<file path="src/rtl/cpu_run_controller.sv">
`default_nettype none
// ============================================================================
// cpu_run_controller: run/stop sequencer for a LEGv8 core (reset, budget, halt)
// Rev 1.0
// ============================================================================
module cpu_run_controller #(
  parameter int NUM_REGS     = 8,
  parameter int REG_WIDTH    = 16,
  parameter int ADDR_WIDTH   = 32,
  parameter int RESET_CYCLES = 1,
  parameter int MAX_CYCLES   = 100,
  parameter int STALL_LIMIT  = 4
) (
  input  logic                          i_clock,
  input  logic                          i_reset,
  input  logic                          i_start,
  input  logic [ADDR_WIDTH-1:0]         i_pc,
  input  logic [NUM_REGS*REG_WIDTH-1:0] i_reg_taps,
  input  logic [$clog2(NUM_REGS)-1:0]   i_rd_sel,
  output logic                          o_core_reset,
  output logic                          o_running,
  output logic                          o_done,
  output logic                          o_timeout,
  output logic [31:0]                   o_cycle_count,
  output logic [REG_WIDTH-1:0]          o_rd_data
);

  localparam int c_SEL_W   = $clog2(NUM_REGS);
  localparam int c_HOLD_W  = $clog2(RESET_CYCLES + 1);
  localparam int c_STALL_W = $clog2(STALL_LIMIT);
  localparam int c_TAP_W   = NUM_REGS * REG_WIDTH;

  typedef enum logic [2:0] {
    S_IDLE       = 3'd0,
    S_RESET_HOLD = 3'd1,
    S_RUN        = 3'd2,
    S_HALTED     = 3'd3,
    S_TIMED_OUT  = 3'd4
  } state_t;

  state_t                  r_state;
  logic [c_HOLD_W-1:0]     r_hold_cnt;
  logic [c_STALL_W-1:0]    r_stall_cnt;
  logic [ADDR_WIDTH-1:0]   r_pc_prev;
  logic                    r_pc_valid;
  logic [31:0]             r_cycle_count;
  logic                    r_core_reset;
  logic                    r_running;
  logic                    r_done;
  logic                    r_timeout;
  logic [c_TAP_W-1:0]      r_snap;

  logic                    w_pc_same;
  logic                    w_halt;
  logic                    w_budget;
  logic                    w_hold_last;
  logic [REG_WIDTH-1:0]    w_rd_data;

  // pc_prev is stale on the first RUN cycle, so equality only counts once pc_valid is set
  assign w_pc_same   = r_pc_valid && (i_pc == r_pc_prev);
  assign w_halt      = w_pc_same && (r_stall_cnt == c_STALL_W'(STALL_LIMIT - 1));
  assign w_budget    = (r_cycle_count == 32'(MAX_CYCLES - 1));
  assign w_hold_last = (r_hold_cnt == c_HOLD_W'(RESET_CYCLES - 1));

  always_ff @(posedge i_clock or posedge i_reset) begin
    if (i_reset) begin
      r_state       <= S_IDLE;
      r_hold_cnt    <= '0;
      r_stall_cnt   <= '0;
      r_pc_prev     <= '0;
      r_pc_valid    <= 1'b0;
      r_cycle_count <= '0;
      r_core_reset  <= 1'b1;
      r_running     <= 1'b0;
      r_done        <= 1'b0;
      r_timeout     <= 1'b0;
      r_snap        <= '0;
    end else begin
      case (r_state)
        S_IDLE, S_HALTED, S_TIMED_OUT: begin
          if (i_start) begin
            r_state       <= S_RESET_HOLD;
            r_hold_cnt    <= '0;
            r_cycle_count <= '0;
            r_done        <= 1'b0;
            r_timeout     <= 1'b0;
            r_stall_cnt   <= '0;
            r_pc_valid    <= 1'b0;
            r_core_reset  <= 1'b1;
            r_running     <= 1'b0;
          end
        end

        S_RESET_HOLD: begin
          if (w_hold_last) begin
            r_state      <= S_RUN;
            r_core_reset <= 1'b0;
            r_running    <= 1'b1;
          end else begin
            r_hold_cnt <= r_hold_cnt + 1'b1;
          end
        end

        S_RUN: begin
          r_pc_prev   <= i_pc;
          r_pc_valid  <= 1'b1;
          r_stall_cnt <= w_pc_same ? r_stall_cnt + 1'b1 : '0;
          // halt has priority over an exhausted budget on the same cycle
          if (w_halt) begin
            r_state      <= S_HALTED;
            r_done       <= 1'b1;
            r_core_reset <= 1'b1;
            r_running    <= 1'b0;
            r_snap       <= i_reg_taps;
          end else if (w_budget) begin
            r_state      <= S_TIMED_OUT;
            r_timeout    <= 1'b1;
            r_core_reset <= 1'b1;
            r_running    <= 1'b0;
            r_snap       <= i_reg_taps;
          end else if (r_cycle_count != 32'hFFFF_FFFF) begin
            r_cycle_count <= r_cycle_count + 32'd1;
          end
        end

        default: begin
          r_state      <= S_IDLE;
          r_core_reset <= 1'b1;
          r_running    <= 1'b0;
        end
      endcase
    end
  end

  always_comb begin
    w_rd_data = '0;
    for (int i = 0; i < NUM_REGS; i++) begin
      if (i_rd_sel == c_SEL_W'(i)) begin
        w_rd_data = r_snap[i*REG_WIDTH +: REG_WIDTH];
      end
    end
  end

  assign o_core_reset  = r_core_reset;
  assign o_running     = r_running;
  assign o_done        = r_done;
  assign o_timeout     = r_timeout;
  assign o_cycle_count = r_cycle_count;
  assign o_rd_data     = w_rd_data;

endmodule
`default_nettype wire
</file>
<file path="config.mk">
export PLATFORM = sky130hd
export DESIGN_NAME = cpu_run_controller
export DESIGN_NICKNAME = d
export VERILOG_FILES = /design/src/rtl/cpu_run_controller.sv
export SDC_FILE = /design/constraint.sdc
export NUM_CORES = 1
export LEC_CHECK = 0
export CAP_MARGIN = 10
export CORE_MARGIN = 2
export CORE_UTILIZATION = 51
export CTS_CLUSTER_SIZE = 25
export DETAILED_ROUTE_END_ITERATION = 16
export PLACE_DENSITY = 0.8
export REMOVE_ABC_BUFFERS = 1
export SLEW_MARGIN = 20
export SYNTH_ARGS = -nofsm -noshare
export SYNTH_HDL_FRONTEND = slang
export SYNTH_SLANG_ARGS = --single-unit
</file>
<file path="constraint.sdc">
create_clock -name i_clock -period 9.7 [get_ports i_clock]
set_input_delay 1.94 -clock i_clock [delete_from_list [all_inputs] [get_ports i_clock]]
set_output_delay 1.94 -clock i_clock [all_outputs]
set_load 0.005 [all_outputs]
</file>
==> qor.yml <==
logic_synthesis:
  synth_seq_cells: 202
  syn_area_sq_um: 9910
  synthesis.yosys.warnings: 0
  synth_area_leaders: "sky130_fd_sc_hd__dfrtp_1, sky130_fd_sc_hd__mux2_1, sky130_fd_sc_hd__nand2_1"
  dominantRegCellSynth: "sky130_fd_sc_hd__dfrtp_1"
  syn_area_per_cell_sq_um: 10.7
  netlist_instances: 928
  yosys_cell_types: 61
  synth_largest_area_cell: "sky130_fd_sc_hd__dfrtp_1"
  proportion_of_synthesized_flip_flops_having_asynchronous_set_or_reset: 1.00
  yosysTopAreaCellShare: 0.508
  yosysSeqAreaShare: 0.510
  synth-edff-count: 0
global_routing:
  antenna_found_initial: 0
  first_global_vias: 7983
  globalRouteTotalUtil: 0.248
  grt.met3_usage: 0.0433
  first_pass_grt_wire_length_mm: 40.6
  globalRouteOverflowTotal: 0
  largest_net_degree_at_the_start_of_global_routing: 125
  global_route.peak_usage_layer: "met2"
  gr-usage-met1: 0.328
  groute.layer.met2.usage: 0.428
layout:
  final_cell_count_no_fill: 1400
  num-nets-final: 1295
  final_layout_size_suffix_gt1_frac: 0.0833
  diodes: 0
  n_fill_cell: 1476
  layout-area-overhead-vs-synth_pct: 30.6
placement:
  gp_congestion: 0.844
  dpl.cell_count: 1361
  placed_wire_length_estimate_mm: 17.3
  numPortBuffers: 217
  dp_slack_ns: 3.07
floorplanning:
  initial_utilization: 0.525
  dieWidth_um: 143
  fp.dieArea_sq_um: 20600
  rows: 50
  dieHeight_um: 143
  design.core.area_sq_um: 18900
  top_level_ports: 218
worst_setup_path:
  critPathLaunchType: "primary input"
  cp-end-kind: "output port"
  path_max_fanout: 37
  critPathArrivalTime_ns: 4.74
  cp_data_required_time_ns: 7.76
  timing.setup.critical_path_class: "primary input to output port"
timing:
  unrepaired_setup_endpoints_after_global_routing: "false"
  setup_slack_ns: 3.02
  setup_total_negative_slack_ns: 0
  final_period_minus_worst_setup_slack_ns: 6.68
  timing.final.max_slew_violations: 0
  clock_skew_ns: 0.00788
  setup_violations: 0
  final_clock_period_utilization_by_the_worst_path: 0.688
  worst_slew_margin_rel: 0.279
  final_hold_viol_count: 0
  max_frequency_mhz: 150
  max_slew.worst_pin.slew_ns: 1.08
detailed_routing:
  post-route-drc-count: 0
  drt-initial-drc-count: 446
  route.detailed.wl_per_inst_um: 18.3
  drt_pass1_iterations: 5
  detailroute.via_count: 7854
  routed_wirelength_mm: 25.6
  post_route_ant_nets: 0
  drt-vias-per-instance: 5.61
clock_tree:
  clock_root_buffer_master: "sky130_fd_sc_hd__clkbuf_16"
  htree_num_levels: 1
  clkLatencyLatePin_ns: 0.50
  tritoncts_num_sinks: 202
  post_cts_resized: 0
  post_cts_setup_repair_bufs: 0
  cts.hold.buffers_added: 0
  numCtsBuffers: 23
  clockBufferDepth: 3
  cts_tree: "done"
  worst_setup_hold_path_clk_slew_ns: 0.06
power:
  static-leakage-power_nw: 5.48
  power.ir.vdd_worst_uv: 148
  powerDensity_nw_per_um2: 187
run:
  max-cap-violations: 0
hold_path:
  timing.hold.worst.class: "flop to flop"
run_status:
  status: "complete, no violations"
## report_power, final
part	internal (mW)	switching, mW	leakage, nW
Sequential	0.953	0.0774	2.46
Clock	0.477	0.334	0.337
Combinational	0.254	0.322	2.68
## layer usage
metal / share of wire / vias up / wire, um
li1: - / 3678 / -
met1: 0.42 / 3854 / 10900
met2: 0.49 / 285 / 12400
met3: 0.072 / 37 / 1850
met4: 0.018 / 0 / 453
met5: 0 / - / 0
## final cells by class
class | instances | area, sq um | share of cell area
flip-flops and latches | 202 | 5060 | 0.391
repair buffers | 227 | 2260 | 0.175
clock buffers | 32 | 629 | 0.0486
clock inverters | 6 | 61.3 | 0.00474
inverters | 15 | 63.8 | 0.00493
multi-input cells | 658 | 4540 | 0.351
well taps | 260 | 325 | 0.0251
## registers in the layout, indices dropped and copies added, names as in the netlist
signal	flops
r_state	3
o_running	1
r_pc_prev	32
o_core_reset	1
r_pc_valid	1
o_cycle_count	32
o_timeout	1
r_stall_cnt	2
o_done	1
r_snap	128
## worst paths after layout
kind / slack, ns / depth (start not counted) / endpoint / from
min reg2reg: 0.48 / 1 / r_snap[103]$_DFFE_PP0P_ / r_snap[103]$_DFFE_PP0P_
min in group asynchronous: 2.00 / 2 / r_snap[29]$_DFFE_PP0P_ / i_reset
max reg2reg: 5.86 / 8 / r_snap[22]$_DFFE_PP0P_ / r_pc_prev[23]$_DFFE_PP0P_
min: 0.48 / 1 / r_snap[103]$_DFFE_PP0P_ / r_snap[103]$_DFFE_PP0P_
max: 3.02 / 9 / o_rd_data[2] / i_rd_sel[0]
max in group asynchronous: 6.38 / 4 / o_core_reset$_DFFE_PP1P_ / i_reset
## Yosys cell counts, types with 14 or more instances
cell,number
sky130_fd_sc_hd__nor4_1,17
sky130_fd_sc_hd__xnor2_1,19
sky130_fd_sc_hd__nor2_1,67
sky130_fd_sc_hd__a21oi_1,28
sky130_fd_sc_hd__a22o_1,15
sky130_fd_sc_hd__xor2_1,17
sky130_fd_sc_hd__nand3_1,14
sky130_fd_sc_hd__nand2_1,164
sky130_fd_sc_hd__o221ai_1,14
sky130_fd_sc_hd__nor2b_1,15
sky130_fd_sc_hd__mux2_1,100
sky130_fd_sc_hd__dfrtp_1,201
sky130_fd_sc_hd__inv_1,15
sky130_fd_sc_hd__o21ai_0,32
sky130_fd_sc_hd__mux2_2,31
sky130_fd_sc_hd__nand4_1,21
sky130_fd_sc_hd__clkbuf_1,28
sky130_fd_sc_hd__mux2i_1,16
## cells in the final DEF, fill, tap and decap left out, drive strengths merged, types with 3 or more instances in the layout
master / synthesis / layout
a211oi: 3 / 3
buf: 25 / 11
a22o: 15 / 15
clkinv: 0 / 3
o221ai: 14 / 14
clkbuf: 28 / 32
mux2: 131 / 131
and3: 4 / 4
nand3: 14 / 14
clkdlybuf4s50: 0 / 216
dfrtp: 201 / 201
xnor2: 19 / 19
mux2i: 16 / 16
a31oi: 5 / 5
xor2: 17 / 17
nand2b: 9 / 9
inv: 15 / 16
a22oi: 3 / 3
a31o: 5 / 5
a21oi: 31 / 31
nor2: 69 / 69
o21ai: 33 / 33
o2111ai: 4 / 4
nor4: 18 / 18
a41o: 4 / 4
or4: 4 / 4
nand2: 164 / 164
a2111oi: 4 / 4
nor2b: 15 / 15
nor3: 8 / 8
nand4: 21 / 21
## per-stage QoR
step	util	area [sq um]	power [mW]	hold WS [ns]
2_1_floorplan	-	9630	1.38	0.451
3_3_place_gp	0.647	12200	1.60	0.464
3_5_place_dp	0.647	12200	1.62	0.471
4_1_cts	0.683	12900	2.44	0.484
5_1_grt	0.685	12900	2.55	0.505
6_report	0.685	12900	2.42	0.481
## cells by family after synthesis
kind of cell,Yosys count,share of synthesized area
AND/OR/NAND/NOR,342,0.159
flip-flops,202,0.510
multiplexers,149,0.170
AO/OA/AOI/OAI,129,0.0933
buffers and inverters,68,0.0336
XOR/XNOR,36,0.0318
adder cells (fa/ha/maj),2,0.00252
## worst max-delay path: stages
cell and delay, ns:
sky130_fd_sc_hd__clkdlybuf4s50_1 0.46, sky130_fd_sc_hd__buf_4 0.38, sky130_fd_sc_hd__nor2b_1 0.55, sky130_fd_sc_hd__buf_4 0.29
sky130_fd_sc_hd__a21oi_1 0.09, sky130_fd_sc_hd__o221ai_1 0.21, sky130_fd_sc_hd__o21ai_0 0.14, sky130_fd_sc_hd__nand2_1 0.13
sky130_fd_sc_hd__clkdlybuf4s50_1 0.52
(Power assumes the default switching activity.)
